`config.mk`:
```
export PLATFORM = sky130hd
export DESIGN_NAME = ex_mem_skid_reg_flat
export DESIGN_NICKNAME = d
export VERILOG_FILES = /design/src/rtl/ex_mem_skid_reg_pkg.sv /design/src/rtl/ex_mem_skid_reg_if.sv /design/src/rtl/pipe_entry_reg.sv /design/src/rtl/ex_mem_skid_reg.sv /design/src/flat_wrapper.sv
export SDC_FILE = /design/constraint.sdc
export NUM_CORES = 1
export LEC_CHECK = 0
export BUFFER_PORTS_ARGS = -buffer_cell sky130_fd_sc_hd__buf_2
export CAP_MARGIN = 20
export CORE_UTILIZATION = 40
export CTS_CLUSTER_DIAMETER = 60
export DETAILED_ROUTE_END_ITERATION = 8
export PLACE_DENSITY = 0.61
export SLEW_MARGIN = 5
export SYNTH_ARGS = -nofsm -noshare
export SYNTH_HDL_FRONTEND = slang
export SYNTH_SLANG_ARGS = --single-unit
```
`constraint.sdc`:
```
create_clock -name clk_i -period 2.7 [get_ports clk_i]
set_input_delay 0.27 -clock clk_i [delete_from_list [all_inputs] [get_ports clk_i]]
set_output_delay 0.27 -clock clk_i [all_outputs]
set_load 0.01 [all_outputs]
```
`src/rtl/ex_mem_skid_reg_pkg.sv`:
```
// rtl/ex_mem_skid_reg_pkg.sv - shared widths, payload layout helper and occupancy encoding for the EX/MEM skid register
package ex_mem_skid_reg_pkg;

  localparam int DEF_WIDTH          = 32;
  localparam int DEF_R_WIDTH        = 5;
  localparam int DEF_MEM_CTRL_WIDTH = 2;
  localparam int DEF_WB_CTRL_WIDTH  = 2;

  // Packed payload order, MSB first: {MEM_ctrl, WB_ctrl, result, src2, rd}
  function automatic int payload_width(input int mem_w, input int wb_w,
                                       input int data_w, input int r_w);
    return mem_w + wb_w + 2 * data_w + r_w;
  endfunction

  typedef enum logic [1:0] {
    OCC_EMPTY = 2'd0,
    OCC_ONE   = 2'd1,
    OCC_FULL  = 2'd2
  } occ_e;

endpackage

```
`src/rtl/ex_mem_skid_reg_if.sv`:
```
// rtl/ex_mem_skid_reg_if.sv - EX-side and MEM-side handshake/payload bundle of the EX/MEM skid register
interface ex_mem_skid_reg_if
  import ex_mem_skid_reg_pkg::*;
#(
  parameter int WIDTH          = DEF_WIDTH,
  parameter int R_WIDTH        = DEF_R_WIDTH,
  parameter int MEM_CTRL_WIDTH = DEF_MEM_CTRL_WIDTH,
  parameter int WB_CTRL_WIDTH  = DEF_WB_CTRL_WIDTH
) ();

  logic                      in_valid_i;
  logic                      in_ready_o;
  logic [MEM_CTRL_WIDTH-1:0] MEM_ctrl_d;
  logic [WB_CTRL_WIDTH-1:0]  WB_ctrl_d;
  logic [WIDTH-1:0]          result_d;
  logic [WIDTH-1:0]          src2_d;
  logic [R_WIDTH-1:0]        rd_d;

  logic                      out_valid_o;
  logic                      out_ready_i;
  logic [MEM_CTRL_WIDTH-1:0] MEM_ctrl_q;
  logic [WB_CTRL_WIDTH-1:0]  WB_ctrl_q;
  logic [WIDTH-1:0]          result_q;
  logic [WIDTH-1:0]          src2_q;
  logic [R_WIDTH-1:0]        rd_q;
  logic [1:0]                occupancy_o;

  modport master (
    output in_valid_i, MEM_ctrl_d, WB_ctrl_d, result_d, src2_d, rd_d, out_ready_i,
    input  in_ready_o, out_valid_o, MEM_ctrl_q, WB_ctrl_q, result_q, src2_q, rd_q,
           occupancy_o
  );

  modport slave (
    input  in_valid_i, MEM_ctrl_d, WB_ctrl_d, result_d, src2_d, rd_d, out_ready_i,
    output in_ready_o, out_valid_o, MEM_ctrl_q, WB_ctrl_q, result_q, src2_q, rd_q,
           occupancy_o
  );

endinterface

```
`src/rtl/pipe_entry_reg.sv`:
```
// rtl/pipe_entry_reg.sv - one pipeline entry: valid bit plus packed payload with load/clear enables
module pipe_entry_reg #(
  parameter int W = 8
) (
  input  logic         clk_i,
  input  logic         rst_n_i,
  input  logic         load_i,
  input  logic         clear_i,
  input  logic [W-1:0] data_i,
  output logic         valid_o,
  output logic [W-1:0] data_o
);

  logic         valid_d, valid_q;
  logic [W-1:0] data_d,  data_q;

  // Load wins over clear so a drained entry can be refilled on the same edge;
  // clearing only drops valid and leaves the payload stale.
  always_comb begin
    valid_d = valid_q;
    data_d  = data_q;
    if (load_i) begin
      valid_d = 1'b1;
      data_d  = data_i;
    end else if (clear_i) begin
      valid_d = 1'b0;
    end
  end

  always_ff @(negedge clk_i or negedge rst_n_i) begin
    if (!rst_n_i) begin
      valid_q <= 1'b0;
      data_q  <= '0;
    end else begin
      valid_q <= valid_d;
      data_q  <= data_d;
    end
  end

  assign valid_o = valid_q;
  assign data_o  = data_q;

endmodule

```
`src/rtl/ex_mem_skid_reg.sv`:
```
// rtl/ex_mem_skid_reg.sv - elastic EX/MEM pipeline register with a one-entry skid buffer and flush
module ex_mem_skid_reg
  import ex_mem_skid_reg_pkg::*;
#(
  parameter int WIDTH          = DEF_WIDTH,
  parameter int R_WIDTH        = DEF_R_WIDTH,
  parameter int MEM_CTRL_WIDTH = DEF_MEM_CTRL_WIDTH,
  parameter int WB_CTRL_WIDTH  = DEF_WB_CTRL_WIDTH
) (
  input  logic                 clk_i,
  input  logic                 rst_n_i,
  input  logic                 flush_i,
  ex_mem_skid_reg_if.slave     bus
);

  localparam int PW = payload_width(MEM_CTRL_WIDTH, WB_CTRL_WIDTH, WIDTH, R_WIDTH);

  logic [PW-1:0] in_payload;
  logic [PW-1:0] main_data_in;
  logic [PW-1:0] main_data;
  logic [PW-1:0] skid_data;
  logic          main_v, skid_v;
  logic          accept, drain;
  logic          main_load, main_clear;
  logic          skid_load, skid_clear;
  occ_e          occ;

  logic [MEM_CTRL_WIDTH-1:0] main_mem_ctrl;
  logic [WB_CTRL_WIDTH-1:0]  main_wb_ctrl;

  assign in_payload = {bus.MEM_ctrl_d, bus.WB_ctrl_d, bus.result_d, bus.src2_d, bus.rd_d};

  // in_ready depends only on the registered skid valid, never on out_ready
  assign accept = bus.in_valid_i & ~skid_v;
  assign drain  = main_v & bus.out_ready_i;

  always_comb begin
    main_load    = 1'b0;
    main_clear   = 1'b0;
    skid_load    = 1'b0;
    skid_clear   = 1'b0;
    main_data_in = in_payload;
    if (flush_i) begin
      main_clear = 1'b1;
      skid_clear = 1'b1;
    end else if (skid_v) begin
      // Full: only a drain can make progress, and the skid word moves up
      if (drain) begin
        main_load    = 1'b1;
        main_data_in = skid_data;
        skid_clear   = 1'b1;
      end
    end else begin
      if (accept && (!main_v || drain)) begin
        main_load = 1'b1;
      end else if (accept) begin
        skid_load = 1'b1;
      end else if (drain) begin
        main_clear = 1'b1;
      end
    end
  end

  pipe_entry_reg #(.W(PW)) u_main (
    .clk_i   (clk_i),
    .rst_n_i (rst_n_i),
    .load_i  (main_load),
    .clear_i (main_clear),
    .data_i  (main_data_in),
    .valid_o (main_v),
    .data_o  (main_data)
  );

  pipe_entry_reg #(.W(PW)) u_skid (
    .clk_i   (clk_i),
    .rst_n_i (rst_n_i),
    .load_i  (skid_load),
    .clear_i (skid_clear),
    .data_i  (in_payload),
    .valid_o (skid_v),
    .data_o  (skid_data)
  );

  assign {main_mem_ctrl, main_wb_ctrl, bus.result_q, bus.src2_q, bus.rd_q} = main_data;

  // Bubbles present all-zero control so a valid-blind consumer sees a NOP
  assign bus.MEM_ctrl_q  = main_v ? main_mem_ctrl : '0;
  assign bus.WB_ctrl_q   = main_v ? main_wb_ctrl  : '0;
  assign bus.out_valid_o = main_v;
  assign bus.in_ready_o  = ~skid_v;

  always_comb begin
    occ = OCC_ONE;
    unique case ({main_v, skid_v})
      2'b00:   occ = OCC_EMPTY;
      2'b11:   occ = OCC_FULL;
      default: occ = OCC_ONE;
    endcase
  end

  assign bus.occupancy_o = occ;

  skid_implies_main: assert property (@(negedge clk_i) disable iff (!rst_n_i) !(skid_v && !main_v));

endmodule
```
`src/flat_wrapper.sv`:
```
// flat-port wrapper written by rule: the top's interface ports become plain ports
module ex_mem_skid_reg_flat import ex_mem_skid_reg_pkg::*;
#(
  parameter int WIDTH          = DEF_WIDTH,
  parameter int R_WIDTH        = DEF_R_WIDTH,
  parameter int MEM_CTRL_WIDTH = DEF_MEM_CTRL_WIDTH,
  parameter int WB_CTRL_WIDTH  = DEF_WB_CTRL_WIDTH
)
  (clk_i, rst_n_i, flush_i, bus_in_valid_i, bus_MEM_ctrl_d, bus_WB_ctrl_d, bus_result_d, bus_src2_d, bus_rd_d, bus_out_ready_i, bus_in_ready_o, bus_out_valid_o, bus_MEM_ctrl_q, bus_WB_ctrl_q, bus_result_q, bus_src2_q, bus_rd_q, bus_occupancy_o);
  ex_mem_skid_reg_if #(.WIDTH(WIDTH), .R_WIDTH(R_WIDTH), .MEM_CTRL_WIDTH(MEM_CTRL_WIDTH), .WB_CTRL_WIDTH(WB_CTRL_WIDTH)) bus_i ();
  input  logic clk_i;
  input  logic rst_n_i;
  input  logic flush_i;
  input wire logic [$bits(bus_i.in_valid_i)-1:0] bus_in_valid_i;
  input wire logic [$bits(bus_i.MEM_ctrl_d)-1:0] bus_MEM_ctrl_d;
  input wire logic [$bits(bus_i.WB_ctrl_d)-1:0] bus_WB_ctrl_d;
  input wire logic [$bits(bus_i.result_d)-1:0] bus_result_d;
  input wire logic [$bits(bus_i.src2_d)-1:0] bus_src2_d;
  input wire logic [$bits(bus_i.rd_d)-1:0] bus_rd_d;
  input wire logic [$bits(bus_i.out_ready_i)-1:0] bus_out_ready_i;
  output wire logic [$bits(bus_i.in_ready_o)-1:0] bus_in_ready_o;
  output wire logic [$bits(bus_i.out_valid_o)-1:0] bus_out_valid_o;
  output wire logic [$bits(bus_i.MEM_ctrl_q)-1:0] bus_MEM_ctrl_q;
  output wire logic [$bits(bus_i.WB_ctrl_q)-1:0] bus_WB_ctrl_q;
  output wire logic [$bits(bus_i.result_q)-1:0] bus_result_q;
  output wire logic [$bits(bus_i.src2_q)-1:0] bus_src2_q;
  output wire logic [$bits(bus_i.rd_q)-1:0] bus_rd_q;
  output wire logic [$bits(bus_i.occupancy_o)-1:0] bus_occupancy_o;
  assign bus_i.in_valid_i = bus_in_valid_i;
  assign bus_i.MEM_ctrl_d = bus_MEM_ctrl_d;
  assign bus_i.WB_ctrl_d = bus_WB_ctrl_d;
  assign bus_i.result_d = bus_result_d;
  assign bus_i.src2_d = bus_src2_d;
  assign bus_i.rd_d = bus_rd_d;
  assign bus_i.out_ready_i = bus_out_ready_i;
  assign bus_in_ready_o = bus_i.in_ready_o;
  assign bus_out_valid_o = bus_i.out_valid_o;
  assign bus_MEM_ctrl_q = bus_i.MEM_ctrl_q;
  assign bus_WB_ctrl_q = bus_i.WB_ctrl_q;
  assign bus_result_q = bus_i.result_q;
  assign bus_src2_q = bus_i.src2_q;
  assign bus_rd_q = bus_i.rd_q;
  assign bus_occupancy_o = bus_i.occupancy_o;
  ex_mem_skid_reg #(.WIDTH(WIDTH), .R_WIDTH(R_WIDTH), .MEM_CTRL_WIDTH(MEM_CTRL_WIDTH), .WB_CTRL_WIDTH(WB_CTRL_WIDTH)) u_core (.clk_i(clk_i), .rst_n_i(rst_n_i), .flush_i(flush_i), .bus(bus_i));
endmodule
```
==> results.sh <==
export IMPL_status="complete, but fails checks"
export IMPL_violations="negative setup slack"
export IMPL_ys_warn_count=0
export IMPL_initial_core_util_pct=40.7
export IMPL_num_rows=48
export IMPL_placed_cell_area_sq_um=8130
export IMPL_ys_seq_elements=148
export IMPL_routed_top_layer="met4"
export IMPL_grt_max_degree=44
export IMPL_drv_slew=0
export IMPL_yosys_area_top_type="dfrtn_1"
export IMPL_crit_fanout=4
export IMPL_arrival_ps=2620
export IMPL_worst_setup_path_type="register to primary output"
export IMPL_min_delay_path_class="register to register"
export IMPL_crit_path_start_kind="register"
export IMPL_synth_top_area_share_pct=52.8
export IMPL_power_density_nw_per_um2=759
export IMPL_drive_gt1_share_pct=75.0
export IMPL_dieArea_sq_um=18100
export IMPL_vias_per_cell=4.92
export IMPL_syn_area_sq_um=7020
export IMPL_drt_pre_antenna_iters=4
export IMPL_required_ps=2430
export IMPL_cts_tree="built"
export IMPL_antenna_found_initial=0
export IMPL_slew_headroom_pct=75.7
export IMPL_numCtsBuffers=17
export IMPL_via_count=4176
export IMPL_io_buffers=154
export IMPL_synth_cell_types=20
export IMPL_wirelength_mm=16.7
export IMPL_drc_errors=0
export IMPL_cts_root_buf="clkbuf_16"
export IMPL_met3_length_microns=814
export IMPL_initialDrtViolationCount=149
export IMPL_p_leak_nw=4.82
export IMPL_ir_drop_uv=463
export IMPL_finalClockSkew_ps=4.71
export IMPL_gr_total_overflow=0
export IMPL_cts_max_level=4
export IMPL_finalHoldViolCount=0
export IMPL_die_width_microns=134
export IMPL_finalNonFillerCells=849
export IMPL_clk_pin_slew_worst_paths_ps=40
export IMPL_ys_seq_area_share_pct=52.8
export IMPL_synthCells=477
export IMPL_tightest_slew_ps=365
export IMPL_cts_num_sinks=148
export IMPL_routedLengthMet1_mm=8.16
export IMPL_synth_nets=556
export IMPL_drv_cap=0
export IMPL_nFillCells=1388
export IMPL_coreArea_sq_um=17200
export IMPL_clk_path_buf_depth=2
export IMPL_die_height_microns=134
export IMPL_route_met2_wl_mm=7.57
export IMPL_yosys_top_cells_area="dfrtn_1, mux2_2, buf_4"
export IMPL_ant_nets=0
export IMPL_place_congestion=0.749
export IMPL_cts_hold_buffers_added=0
export IMPL_seq_area_sq_um=3700
export IMPL_grt_pass1_vias=4358
export IMPL_clock_latency_ps=390
export IMPL_grt_usage_pct=17.7
export IMPL_multi_input_area_sq_um=3300
export IMPL_dp_hpwl_mm=9.69
export IMPL_syn_avg_cell_area_sq_um=14.7
export IMPL_fin_nets=690
export IMPL_wl_per_cell_microns=19.7
export IMPL_tns_ps=-3660
export IMPL_finalInstanceArea_sq_um=9740
export IMPL_rsz0062_at_grt="true"
export IMPL_syn2layout_area_growth_pct=38.8
export IMPL_dp_cells=793
export IMPL_ios=155
export IMPL_end_kind="primary output"
export IMPL_worst_slack_ps=-187
export IMPL_grt_pass1_wl_mm=24.2
export IMPL_finalSetupViolCount=89
## registers in the layout, summed over array words and instances, names as in the netlist
| name | flops |
|---|---|
| u_core.u_main.data_o | 73 |
| u_core.u_skid.data_o | 73 |
| u_core.u_main.valid_o | 1 |
| u_core.u_skid.valid_o | 1 |
## final timing paths
check | from | to | slack, ps | cells after the start
worst max-delay path | u_core.u_main.valid_o$_DFFE_NN0P_ | bus_MEM_ctrl_q[0] | -190 | 3
worst min-delay path | u_core.u_main.data_o[60]$_DFFE_NN0P_ | u_core.u_main.data_o[60]$_DFFE_NN0P_ | 450 | 1
worst max register to register | u_core.u_main.valid_o$_DFFE_NN0P_ | u_core.u_main.data_o[24]$_DFFE_NN0P_ | 550 | 7
worst min register to register | u_core.u_main.data_o[60]$_DFFE_NN0P_ | u_core.u_main.data_o[60]$_DFFE_NN0P_ | 450 | 1
max in group asynchronous | rst_n_i | u_core.u_skid.data_o[27]$_DFFE_NN0P_ | 1090 | 2
min in group asynchronous | rst_n_i | u_core.u_main.data_o[11]$_DFFE_NN0P_ | 1010 | 1
## critical path: stages (launching register included)
cell     delay [ps]
dfrtn_1         480
buf_6           150
and2_4          140
buf_6           100
## metrics by stage
step | hold WS, ps | power, mW | utilization, % | setup WS [ps]
floorplan | 420 | 4.32 | - | -311
global placement | 427 | 4.50 | 47.2 | -421
detailed placement | 448 | 4.56 | 47.2 | -444
CTS | 452 | 7.28 | 53.3 | -186
finish | 450 | 7.39 | 56.5 | -187
global route | 466 | 7.72 | 56.5 | -226
## metal layers
metal	GRT usage [%]	up-vias
met2	27.2	120
met1	24.3	2166
met3	4.88	13
met4	5.62	0
li1	-	1877
met5	0	-
## cells in the mapped netlist, drive strengths merged
| cell type | count |
|---|---|
| clkbuf | 1 |
| and2 | 4 |
| buf | 92 |
| inv | 2 |
| nand4b | 1 |
| and2b | 1 |
| a211oi | 1 |
| mux2 | 219 |
| a21oi | 2 |
| o21ai | 1 |
| nor4b | 1 |
| nor2 | 1 |
| ha | 1 |
| dfrtn | 148 |
| a2111oi | 1 |
| nand2b | 1 |
## report_power, final
group	internal (mW)	switching, mW	total (mW)
Clock	1.67	0.914	2.58
Sequential	2.82	0.313	3.13
Combinational	1.10	0.579	1.68
## cells in the final DEF (no fill, tap or decap), types with 2 or more instances in the layout
master	Yosys	final
a21oi_1	2	2
and2_4	0	4
buf_12	0	18
buf_16	0	8
buf_2	15	145
buf_4	70	10
buf_6	7	16
buf_8	0	3
bufinv_16	0	4
clkbuf_16	0	25
clkbuf_8	0	5
clkinv_2	0	2
dfrtn_1	148	148
mux2_2	206	40
mux2_4	10	179
## layout make-up
class	count	share of cell area [%]
antenna	1	0.0257
sequential	148	38.0
timing repair buffer	208	18.5
clock buffer	23	5.11
clock inverter	8	1.50
tap	225	2.89
inverter	2	0.103
multi-input combinational	234	33.8
## timing repair
item                       CTS  global route
gates cloned                 6             9
pin swaps                    3             1
setup endpoints to repair   42            70
resized for setup           46            85
setup buffers                7             3
## cell families (layout without fill, tap and decap cells)
kind of cell,Yosys count,in the layout,synth area share (%)
flip-flops,148,148,52.8
AO/OA/AOI/OAI,5,5,0.713
multiplexers,219,219,35.7
adder cells (fa/ha/maj),1,1,0.178
AND/OR/NAND/NOR,9,9,0.855
other,0,1,0
buffers and inverters,95,241,9.84
Power figures use the tool's default switching activity.
